## config.mk

```make
export PLATFORM = sky130hd
export DESIGN_NAME = fifo_mem_sync_flat
export DESIGN_NICKNAME = d
export VERILOG_FILES = /design/src/rtl/fifo_mem_sync_if.sv /design/src/rtl/fifo_mem_sync.sv /design/src/flat_wrapper.sv
export SDC_FILE = /design/constraint.sdc
export NUM_CORES = 1
export LEC_CHECK = 0
export CORE_ASPECT_RATIO = 0.9
export CORE_MARGIN = 2
export CORE_UTILIZATION = 50
export DETAILED_ROUTE_END_ITERATION = 10
export GPL_TIMING_DRIVEN = 0
export PLACE_DENSITY_LB_ADDON = 0.15
export SLEW_MARGIN = 20
export SYNTH_ARGS = -nofsm -noshare
export SYNTH_HDL_FRONTEND = slang
export SYNTH_SLANG_ARGS = --single-unit
```

## constraint.sdc

```tcl
create_clock -name clk -period 3.32 [get_ports clk]
set_clock_uncertainty 0.1 [all_clocks]
set_input_delay 0.332 -clock clk [delete_from_list [all_inputs] [get_ports clk]]
set_output_delay 0.332 -clock clk [all_outputs]
set_load 0.02 [all_outputs]
```

## src/rtl/fifo_mem_sync_if.sv

```systemverilog
// rtl/fifo_mem_sync_if.sv - handshake/status bundle for the single-clock FIFO
// FIFO_MEM_SYNC_ERR_EN adds err_clr, overflow and underflow to the bundle.
interface fifo_mem_sync_if #(
   parameter int ADDR_SIZE = 4,
   parameter int DATA_SIZE = 8
);
   logic                 wr_en;
   logic [DATA_SIZE-1:0] wr_data;
   logic                 rd_en;
   logic [DATA_SIZE-1:0] rd_data;
   logic                 rd_valid;
   logic                 full;
   logic                 empty;
   logic                 almost_full;
   logic                 almost_empty;
   logic [ADDR_SIZE:0]   count;
`ifdef FIFO_MEM_SYNC_ERR_EN
   logic                 err_clr;
   logic                 overflow;
   logic                 underflow;
`endif

   modport master (
      output wr_en, wr_data, rd_en,
`ifdef FIFO_MEM_SYNC_ERR_EN
      output err_clr,
      input  overflow, underflow,
`endif
      input  rd_data, rd_valid, full, empty, almost_full, almost_empty, count
   );

   modport slave (
      input  wr_en, wr_data, rd_en,
`ifdef FIFO_MEM_SYNC_ERR_EN
      input  err_clr,
      output overflow, underflow,
`endif
      output rd_data, rd_valid, full, empty, almost_full, almost_empty, count
   );
endinterface

```

## src/rtl/fifo_mem_sync.sv

```systemverilog
// rtl/fifo_mem_sync.sv - single-clock FIFO with storage, pointers, flags, count and registered read
// Optional FIFO_MEM_SYNC_ERR_EN adds sticky overflow/underflow flags cleared by err_clr.
module fifo_mem_sync #(
   parameter int ADDR_SIZE = 4,
   parameter int DATA_SIZE = 8,
   parameter int AFULL_TH  = 12,
   parameter int AEMPTY_TH = 2
) (
   input  logic           clk,
   input  logic           rst_n,
   fifo_mem_sync_if.slave bus
);
   localparam int DEPTH = 1 << ADDR_SIZE;
   localparam int PW    = ADDR_SIZE + 1;
   localparam logic [PW-1:0] AFULL_V  = PW'(AFULL_TH);
   localparam logic [PW-1:0] AEMPTY_V = PW'(AEMPTY_TH);
   localparam logic [PW-1:0] PTR_ONE  = PW'(1);

   logic [PW-1:0]        wr_ptr_q, wr_ptr_d;
   logic [PW-1:0]        rd_ptr_q, rd_ptr_d;
   logic [DATA_SIZE-1:0] rd_data_q, rd_data_d;
   logic                 rd_valid_q, rd_valid_d;
   logic [DATA_SIZE-1:0] mem_q [DEPTH];

   logic [PW-1:0]        count_w;
   logic                 full_w;
   logic                 empty_w;
   logic                 wr_acc;
   logic                 rd_acc;

   // Flags decode purely from registered pointers, so they move only on a clock edge.
   assign count_w = wr_ptr_q - rd_ptr_q;
   assign full_w  = (wr_ptr_q[PW-1] != rd_ptr_q[PW-1]) &&
                    (wr_ptr_q[ADDR_SIZE-1:0] == rd_ptr_q[ADDR_SIZE-1:0]);
   assign empty_w = (wr_ptr_q == rd_ptr_q);

   assign wr_acc = bus.wr_en && !full_w;
   assign rd_acc = bus.rd_en && !empty_w;

   always_comb begin
      wr_ptr_d   = wr_ptr_q;
      rd_ptr_d   = rd_ptr_q;
      rd_data_d  = rd_data_q;
      rd_valid_d = 1'b0;
      if (wr_acc) begin
         wr_ptr_d = wr_ptr_q + PTR_ONE;
      end
      if (rd_acc) begin
         rd_ptr_d   = rd_ptr_q + PTR_ONE;
         rd_data_d  = mem_q[rd_ptr_q[ADDR_SIZE-1:0]];
         rd_valid_d = 1'b1;
      end
   end

   always_ff @(posedge clk or negedge rst_n) begin
      if (!rst_n) begin
         wr_ptr_q   <= '0;
         rd_ptr_q   <= '0;
         rd_data_q  <= '0;
         rd_valid_q <= 1'b0;
      end else begin
         wr_ptr_q   <= wr_ptr_d;
         rd_ptr_q   <= rd_ptr_d;
         rd_data_q  <= rd_data_d;
         rd_valid_q <= rd_valid_d;
      end
   end

   // Storage is deliberately not reset; stale words are unreachable once the pointers clear.
   always_ff @(posedge clk) begin
      if (wr_acc) begin
         mem_q[wr_ptr_q[ADDR_SIZE-1:0]] <= bus.wr_data;
      end
   end

   assign bus.rd_data      = rd_data_q;
   assign bus.rd_valid     = rd_valid_q;
   assign bus.full         = full_w;
   assign bus.empty        = empty_w;
   assign bus.count        = count_w;
   assign bus.almost_full  = (count_w >= AFULL_V);
   assign bus.almost_empty = (count_w <= AEMPTY_V);

`ifdef FIFO_MEM_SYNC_ERR_EN
   logic overflow_q, overflow_d;
   logic underflow_q, underflow_d;

   // A fresh event in the clearing cycle is applied after the clear so it survives.
   always_comb begin
      overflow_d  = overflow_q;
      underflow_d = underflow_q;
      if (bus.err_clr) begin
         overflow_d  = 1'b0;
         underflow_d = 1'b0;
      end
      if (bus.wr_en && full_w) begin
         overflow_d = 1'b1;
      end
      if (bus.rd_en && empty_w) begin
         underflow_d = 1'b1;
      end
   end

   always_ff @(posedge clk or negedge rst_n) begin
      if (!rst_n) begin
         overflow_q  <= 1'b0;
         underflow_q <= 1'b0;
      end else begin
         overflow_q  <= overflow_d;
         underflow_q <= underflow_d;
      end
   end

   assign bus.overflow  = overflow_q;
   assign bus.underflow = underflow_q;
`endif
endmodule
```

## src/flat_wrapper.sv

```systemverilog
// flat-port wrapper written by rule: the top's interface ports become plain ports
module fifo_mem_sync_flat 
#(
   parameter int ADDR_SIZE = 4,
   parameter int DATA_SIZE = 8,
   parameter int AFULL_TH  = 12,
   parameter int AEMPTY_TH = 2
)
  (clk, rst_n, bus_wr_en, bus_wr_data, bus_rd_en, bus_rd_data, bus_rd_valid, bus_full, bus_empty, bus_almost_full, bus_almost_empty, bus_count);
  fifo_mem_sync_if #(.ADDR_SIZE(ADDR_SIZE), .DATA_SIZE(DATA_SIZE)) bus_i ();
  input  logic clk;
  input  logic rst_n;
  input wire logic [$bits(bus_i.wr_en)-1:0] bus_wr_en;
  input wire logic [$bits(bus_i.wr_data)-1:0] bus_wr_data;
  input wire logic [$bits(bus_i.rd_en)-1:0] bus_rd_en;
  output wire logic [$bits(bus_i.rd_data)-1:0] bus_rd_data;
  output wire logic [$bits(bus_i.rd_valid)-1:0] bus_rd_valid;
  output wire logic [$bits(bus_i.full)-1:0] bus_full;
  output wire logic [$bits(bus_i.empty)-1:0] bus_empty;
  output wire logic [$bits(bus_i.almost_full)-1:0] bus_almost_full;
  output wire logic [$bits(bus_i.almost_empty)-1:0] bus_almost_empty;
  output wire logic [$bits(bus_i.count)-1:0] bus_count;
  assign bus_i.wr_en = bus_wr_en;
  assign bus_i.wr_data = bus_wr_data;
  assign bus_i.rd_en = bus_rd_en;
  assign bus_rd_data = bus_i.rd_data;
  assign bus_rd_valid = bus_i.rd_valid;
  assign bus_full = bus_i.full;
  assign bus_empty = bus_i.empty;
  assign bus_almost_full = bus_i.almost_full;
  assign bus_almost_empty = bus_i.almost_empty;
  assign bus_count = bus_i.count;
  fifo_mem_sync #(.ADDR_SIZE(ADDR_SIZE), .DATA_SIZE(DATA_SIZE), .AFULL_TH(AFULL_TH), .AEMPTY_TH(AEMPTY_TH)) u_core (.clk(clk), .rst_n(rst_n), .bus(bus_i));
endmodule
```

==> results_dict.tcl, run 1 <==
set metrics [dict create \
    globalplace.congestion 0.823 \
    startpoint_type "register" \
    seqCellArea_um2 4320 \
    worstPathRequired_ns 2.89 \
    layout_commonest_cell "edfxtp_1" \
    wl_per_cell_um 21.9 \
    gr-total-overflow 0 \
    rows 38 \
    power.total_mw 7.40 \
    viasPerCell 5.56 \
    drtAntennaViolNets 0 \
    synth_compound_area_share_pct 5.62 \
    synthesis.area_um2 6030 \
    die_h_um 108 \
    final_cell_mix "edfxtp_1 (128), mux2i_1 (40), nor2_1 (29)" \
    drt_pass1_iterations 4 \
    syn_avg_cell_area_um2 16.6 \
    diodes 0 \
    fin_hold_ws_ns 0.370 \
    drc 0 \
    slew_headroom_pct 32.2 \
    dp_slack_ns 0.264 \
    min_period_ns 3.14 \
    critPathCaptureType "output port" \
    path_clk_slew_ns 0.06 \
    core-area_um2 11900 \
    synthCells 363 \
    yosysUniqueCellTypes 35 \
    portBuffers 29 \
    cts.sinks 147 \
    drv_cap 0 \
    wirelength_mm 12.8 \
    hp-class "in2async" \
    dr_total_vias 3256 \
    drive_above_1_share_pct 17.8 \
    seq_area_frac_synth_pct 71.6 \
    multi_input_area_um2 1540 \
    synth_mux_area_share_pct 11.1 \
    dpl.hpwl_mm 8.32 \
    final_cells 586 \
    worst_pin_slew_ns 1.01 \
    root_buffer "clkbuf_16" \
    yosysWarnings 0 \
    ir_drop_mv 0.581 \
    grt_pass1_wl_mm 19.5 \
    rr_startpoint "u_core.rd_ptr_q[3]$_DFFE_PN0P_" \
    grt_usage_pct 21.5 \
    synth-adder-area-share_pct 2.20 \
    critical_path.max_fanout 4 \
    p_leak_nw 2.60 \
    synth_top_family_by_area "multiplexers" \
    syn_nets 385 \
    cts_tree "built" \
    antenna_found_initial 0 \
    layout.nets 435 \
    synth-simple-area-share_pct 4.31 \
    numCtsBuffers 17 \
    clockBufferDepth 2 \
    synthXorXnorAreaFrac_pct 1.89 \
    die_w_um 120 \
    hold_buffers 0 \
    path_class "reg2out" \
    critPathLaunch "u_core.wr_ptr_q[0]$_DFFE_PN0P_" \
    placed_cells 552 \
    finalSetupViolations 0 \
    arrival_ns 2.71 \
    pin_count 30 \
    area_growth_pct 20.1 \
    nFillCells 878 \
    grt_max_degree 20 \
    rsz0062_at_grt "no" \
    dieArea_um2 13000 \
    finalCritPeriodShare_pct 94.5 \
    fmax_mhz 319 \
    clock_latency_ns 0.42 \
    finalMaxSlewViolations 0 \
    grt_pass1_vias 3321 \
    power.density_nw_per_um2 1020 \
    status "completed" \
    drtIter0Drc 285 \
    ys_seq_elements 147 \
    rrSetupSlack_ns 0.27 \
    htree_levels 4 \
    finalHoldViolCount 0 \
    setup_slack_ns 0.183 \
    start_util_pct 50.6 \
]
==> report_power, final <==
group / internal (mW) / switching, mW / total, mW
Combinational: 1.21 / 1.60 / 2.81
Sequential: 2.30 / 0.134 / 2.43
Clock: 1.46 / 0.695 / 2.16
Total: 4.97 / 2.43 / 7.40
==> synth_stat cells, drive strengths merged <==
cell / n / area [um^2]
mux2: 8 / 90.1
fa: 1 / 20.0
nand2: 9 / 41.3
a21o: 3 / 22.5
inv: 9 / 33.8
a2111oi: 1 / 15.0
clkdlybuf4s25: 1 / 10.0
xor2: 3 / 26.3
nor3: 4 / 20.0
nand4: 4 / 25.0
nand2b: 3 / 18.8
o21a: 1 / 7.51
a31oi: 8 / 50.1
clkbuf: 2 / 17.5
o22ai: 16 / 100
ha: 9 / 113
o21ai: 18 / 90.1
mux4: 8 / 180
nor2: 31 / 131
edfxtp: 128 / 3840
dfrtp: 19 / 475
nand3: 3 / 15.0
nor2b: 1 / 8.76
mux2i: 40 / 400
buf: 13 / 136
a21oi: 10 / 53.8
xnor2: 10 / 87.6
==> final timing paths <==
check                                                 end  cells past startpoint
max in group asynchronous  u_core.rd_ptr_q[1]$_DFFE_PN0P_                      1
min reg2reg                u_core.wr_ptr_q[4]$_DFFE_PN0P_                      1
max reg2reg                  u_core.mem_q[1][7]$_DFFE_PP_                      8
max                                          bus_count[4]                      8
min in group clk           u_core.wr_ptr_q[4]$_DFFE_PN0P_                      1
min                        u_core.wr_ptr_q[0]$_DFFE_PN0P_                      1
==> flip-flops by register name (all words and copies together), names as in the netlist <==
name,count
u_core.bus.rd_data,8
u_core.bus.rd_valid,1
u_core.mem_q,128
u_core.rd_ptr_q,5
u_core.wr_ptr_q,5
==> cell families (layout without fill, tap and decap cells) <==
group	Yosys count	after routing
buf+inv	25	88
compound gates	57	57
simple gates	55	55
xor+xnor	13	13
fa+ha+maj	10	10
flops	147	147
mux	56	56
==> stage by stage <==
stage	util (%)	instance area [um^2]	TNS (ns)
3_5_place_dp	54.8	6540	0
2_1_floorplan	-	6030	0
6_report	60.7	7250	0
5_1_grt	60.7	7250	0
4_1_cts	60.5	7220	0
3_3_place_gp	54.7	6520	-1.49
==> worst max-delay path: stages, from the launching register on <==
cell             delay (ns)
dfrtp_1                0.42
inv_1                  0.13
ha_1                   0.23
fa_1                   0.41
inv_1                  0.07
a21o_1                 0.12
a21oi_2                0.07
xnor2_2                0.20
clkdlybuf4s50_1        0.64
==> what timing repair did <==
action,in CTS,in global routing
setup buffers,0,2
setup endpoints to repair,2,3
gates resized for setup,2,5
==> per-layer routing <==
metal | track usage (%) | wire length [um] | vias to the layer above
met1 | 30.2 | 5650 | 1610
met2 | 32.5 | 5880 | 120
li1 | - | - | 1493
met5 | 0 | 0 | -
met3 | 4.85 | 909 | 33
met4 | 10.0 | 380 | 0
==> cell type report <==
cell class / count / area share, %
buffer: 16 / 2.30
clock buffer: 21 / 6.49
clock inverter: 11 / 2.83
inverter: 9 / 0.466
multi-input combinational: 191 / 21.3
sequential: 147 / 59.6
tap: 160 / 2.76
timing repair buffer: 31 / 4.23
Note: power is estimated with default switching activity, not from simulation.
==> run 2: changes to the inputs <==
--- a/config.mk
+++ b/config.mk
@@ -6,7 +6,7 @@
 export NUM_CORES = 1
 export LEC_CHECK = 0
 export CORE_ASPECT_RATIO = 0.9
-export CORE_MARGIN = 2
+export CORE_MARGIN = 4
 export CORE_UTILIZATION = 50
 export DETAILED_ROUTE_END_ITERATION = 10
 export GPL_TIMING_DRIVEN = 0
==> run 2 against run 1 <==
Compared with the run above:
- largest power group unchanged
- register-to-register slack about the same
- non-clock buffer count increased by 3
- core utilization up 1.3 points
- flip-flop and latch count is the same
- largest cell class unchanged
- total power fell by 2.5%
- first-iteration DRC count down 16%
- clock-buffer cell count shrank 2
- final cell count shrank 0.17%
- hold slack got worse by 0.049 ns
- sequential share of layout area up 0.31 points
- via count is essentially flat
- critical path depth is 1 higher
==> results_dict.tcl, run 2 (synthesis gave the netlist of run 1 again) <==
set metrics [dict create \
    drive_above_1_share_pct 18.9 \
    layout_commonest_cell "edfxtp_1" \
    cts_tree "built" \
    setup-tns-final_ns 0 \
    finalSetupViolations 0 \
    finalCritPeriodShare_pct 94.5 \
    core-area_um2 11600 \
    grt_max_degree 20 \
    clockBufferDepth 2 \
    drc 0 \
    worstPathRequired_ns 2.89 \
    slew_headroom_pct 39.7 \
    finalHoldViolCount 0 \
    hp-class "in2async" \
    arrival_ns 2.71 \
    start_util_pct 51.9 \
    critical_path.max_fanout 4 \
    root_buffer "clkbuf_16" \
    diodes 0 \
    final_cell_mix "edfxtp_1 (128), mux2i_1 (40), nor2_1 (29)" \
    fin_util_pct 62.0 \
    clock_latency_ns 0.42 \
    pin_count 30 \
    rsz0062_at_grt "no" \
    drv_cap 0 \
    path_class "reg2out" \
    drtIter0Drc 238 \
    antenna_found_initial 0 \
    wirelength_mm 12.5 \
    dieArea_um2 13900 \
    drt_pass1_iterations 4 \
    die_h_um 112 \
    dpl.hpwl_mm 8.10 \
    status "completed" \
    wl_per_cell_um 21.4 \
    largest_reg_flops 128 \
    cts.sinks 147 \
    drtAntennaViolNets 0 \
    dr_total_vias 3255 \
    startpoint_type "register" \
    rows 37 \
    power.density_nw_per_um2 1000 \
    grt_usage_pct 19.5 \
    layout.nets 438 \
    grt_pass1_vias 3376 \
    ir_drop_mv 0.606 \
    grt_pass1_wl_mm 19.4 \
    critPathCaptureType "output port" \
    numCtsBuffers 17 \
    min_period_ns 3.14 \
    power.total_mw 7.21 \
    globalplace.congestion 0.787 \
    rrSetupSlack_ns 0.28 \
    portBuffers 29 \
    worst_pin_slew_ns 0.901 \
    fmax_mhz 319 \
    area_growth_pct 19.5 \
    path_clk_slew_ns 0.07 \
    viasPerCell 5.56 \
    p_leak_nw 2.59 \
    htree_levels 4 \
    fin_hold_ws_ns 0.321 \
    die_w_um 124 \
    finalMaxSlewViolations 0 \
    gr-total-overflow 0 \
]
run 2: cell types whose count changed in the layout (fill, tap and decap cells not counted), sizes merged, moves of 2 or more:
cell    before  now
inv          9   16
buf         14   17
bufinv       6    2
clkbuf      24   22
clkinv       5    3
run 2: final timing paths:
path | from | depth (start not counted) | endpoint
hold / removal | rst_n | 2 | u_core.wr_ptr_q[1]$_DFFE_PN0P_
max in group asynchronous | rst_n | 2 | u_core.rd_ptr_q[1]$_DFFE_PN0P_
min in group clk | u_core.rd_ptr_q[4]$_DFFE_PN0P_ | 1 | u_core.rd_ptr_q[4]$_DFFE_PN0P_
hold reg to reg | u_core.rd_ptr_q[4]$_DFFE_PN0P_ | 1 | u_core.rd_ptr_q[4]$_DFFE_PN0P_
setup reg to reg | u_core.rd_ptr_q[3]$_DFFE_PN0P_ | 8 | u_core.mem_q[5][3]$_DFFE_PP_
setup / recovery | u_core.wr_ptr_q[0]$_DFFE_PN0P_ | 9 | bus_almost_empty
run 2: repair_timing:
action / 4_1_cts / 5_1_grt
endpoints found under the setup margin: 3 / 3
endpoints found under the hold margin: 0 / 19
hold buffers: 0 / 1
setup buffers: 0 / 3
resized for setup: 2 / 4
run 2: through the flow:
stage	instance area (um^2)	worst slack [ns]	std cells
3_3_place_gp	6520	-0.179	548
3_5_place_dp	6550	0.266	549
4_1_cts	7160	0.0136	581
2_1_floorplan	6030	0.696	363
5_1_grt	7210	0.0142	585
6_report	7210	0.183	585
run 2: power breakdown:
part,switching [mW],leakage (nW),internal (mW)
clock network,0.786,0.301,1.17
logic,1.59,0.911,1.23
registers,0.129,1.38,2.30
total,2.51,2.59,4.70
run 2: per-layer routing:
metal	track usage, %	part of all wire, %	vias up
met4	6.35	1.5	0
met3	6.35	6.6	14
met1	27.7	45	1609
met5	0	0	-
li1	-	-	1508
met2	28.6	46	124
run 2: critical path, stage by stage (launching register included):
cell and delay (ns):
dfrtp_1 0.39, inv_1 0.13, ha_1 0.23, fa_1 0.41, inv_1 0.08, a21o_1 0.12
a21oi_2 0.07, xnor2_2 0.16, a2111oi_2 0.33, dlygate4sd2_1 0.37
run 2: final cells by class:
cell class	count	area (um^2)
multi-input cells	191	1550
clock inverters	13	163
flip-flops and latches	147	4320
clock buffers	19	453
plain buffers	16	166
repair buffers	34	327
fillers	835	4410
well taps	156	195
inverters	9	33.8
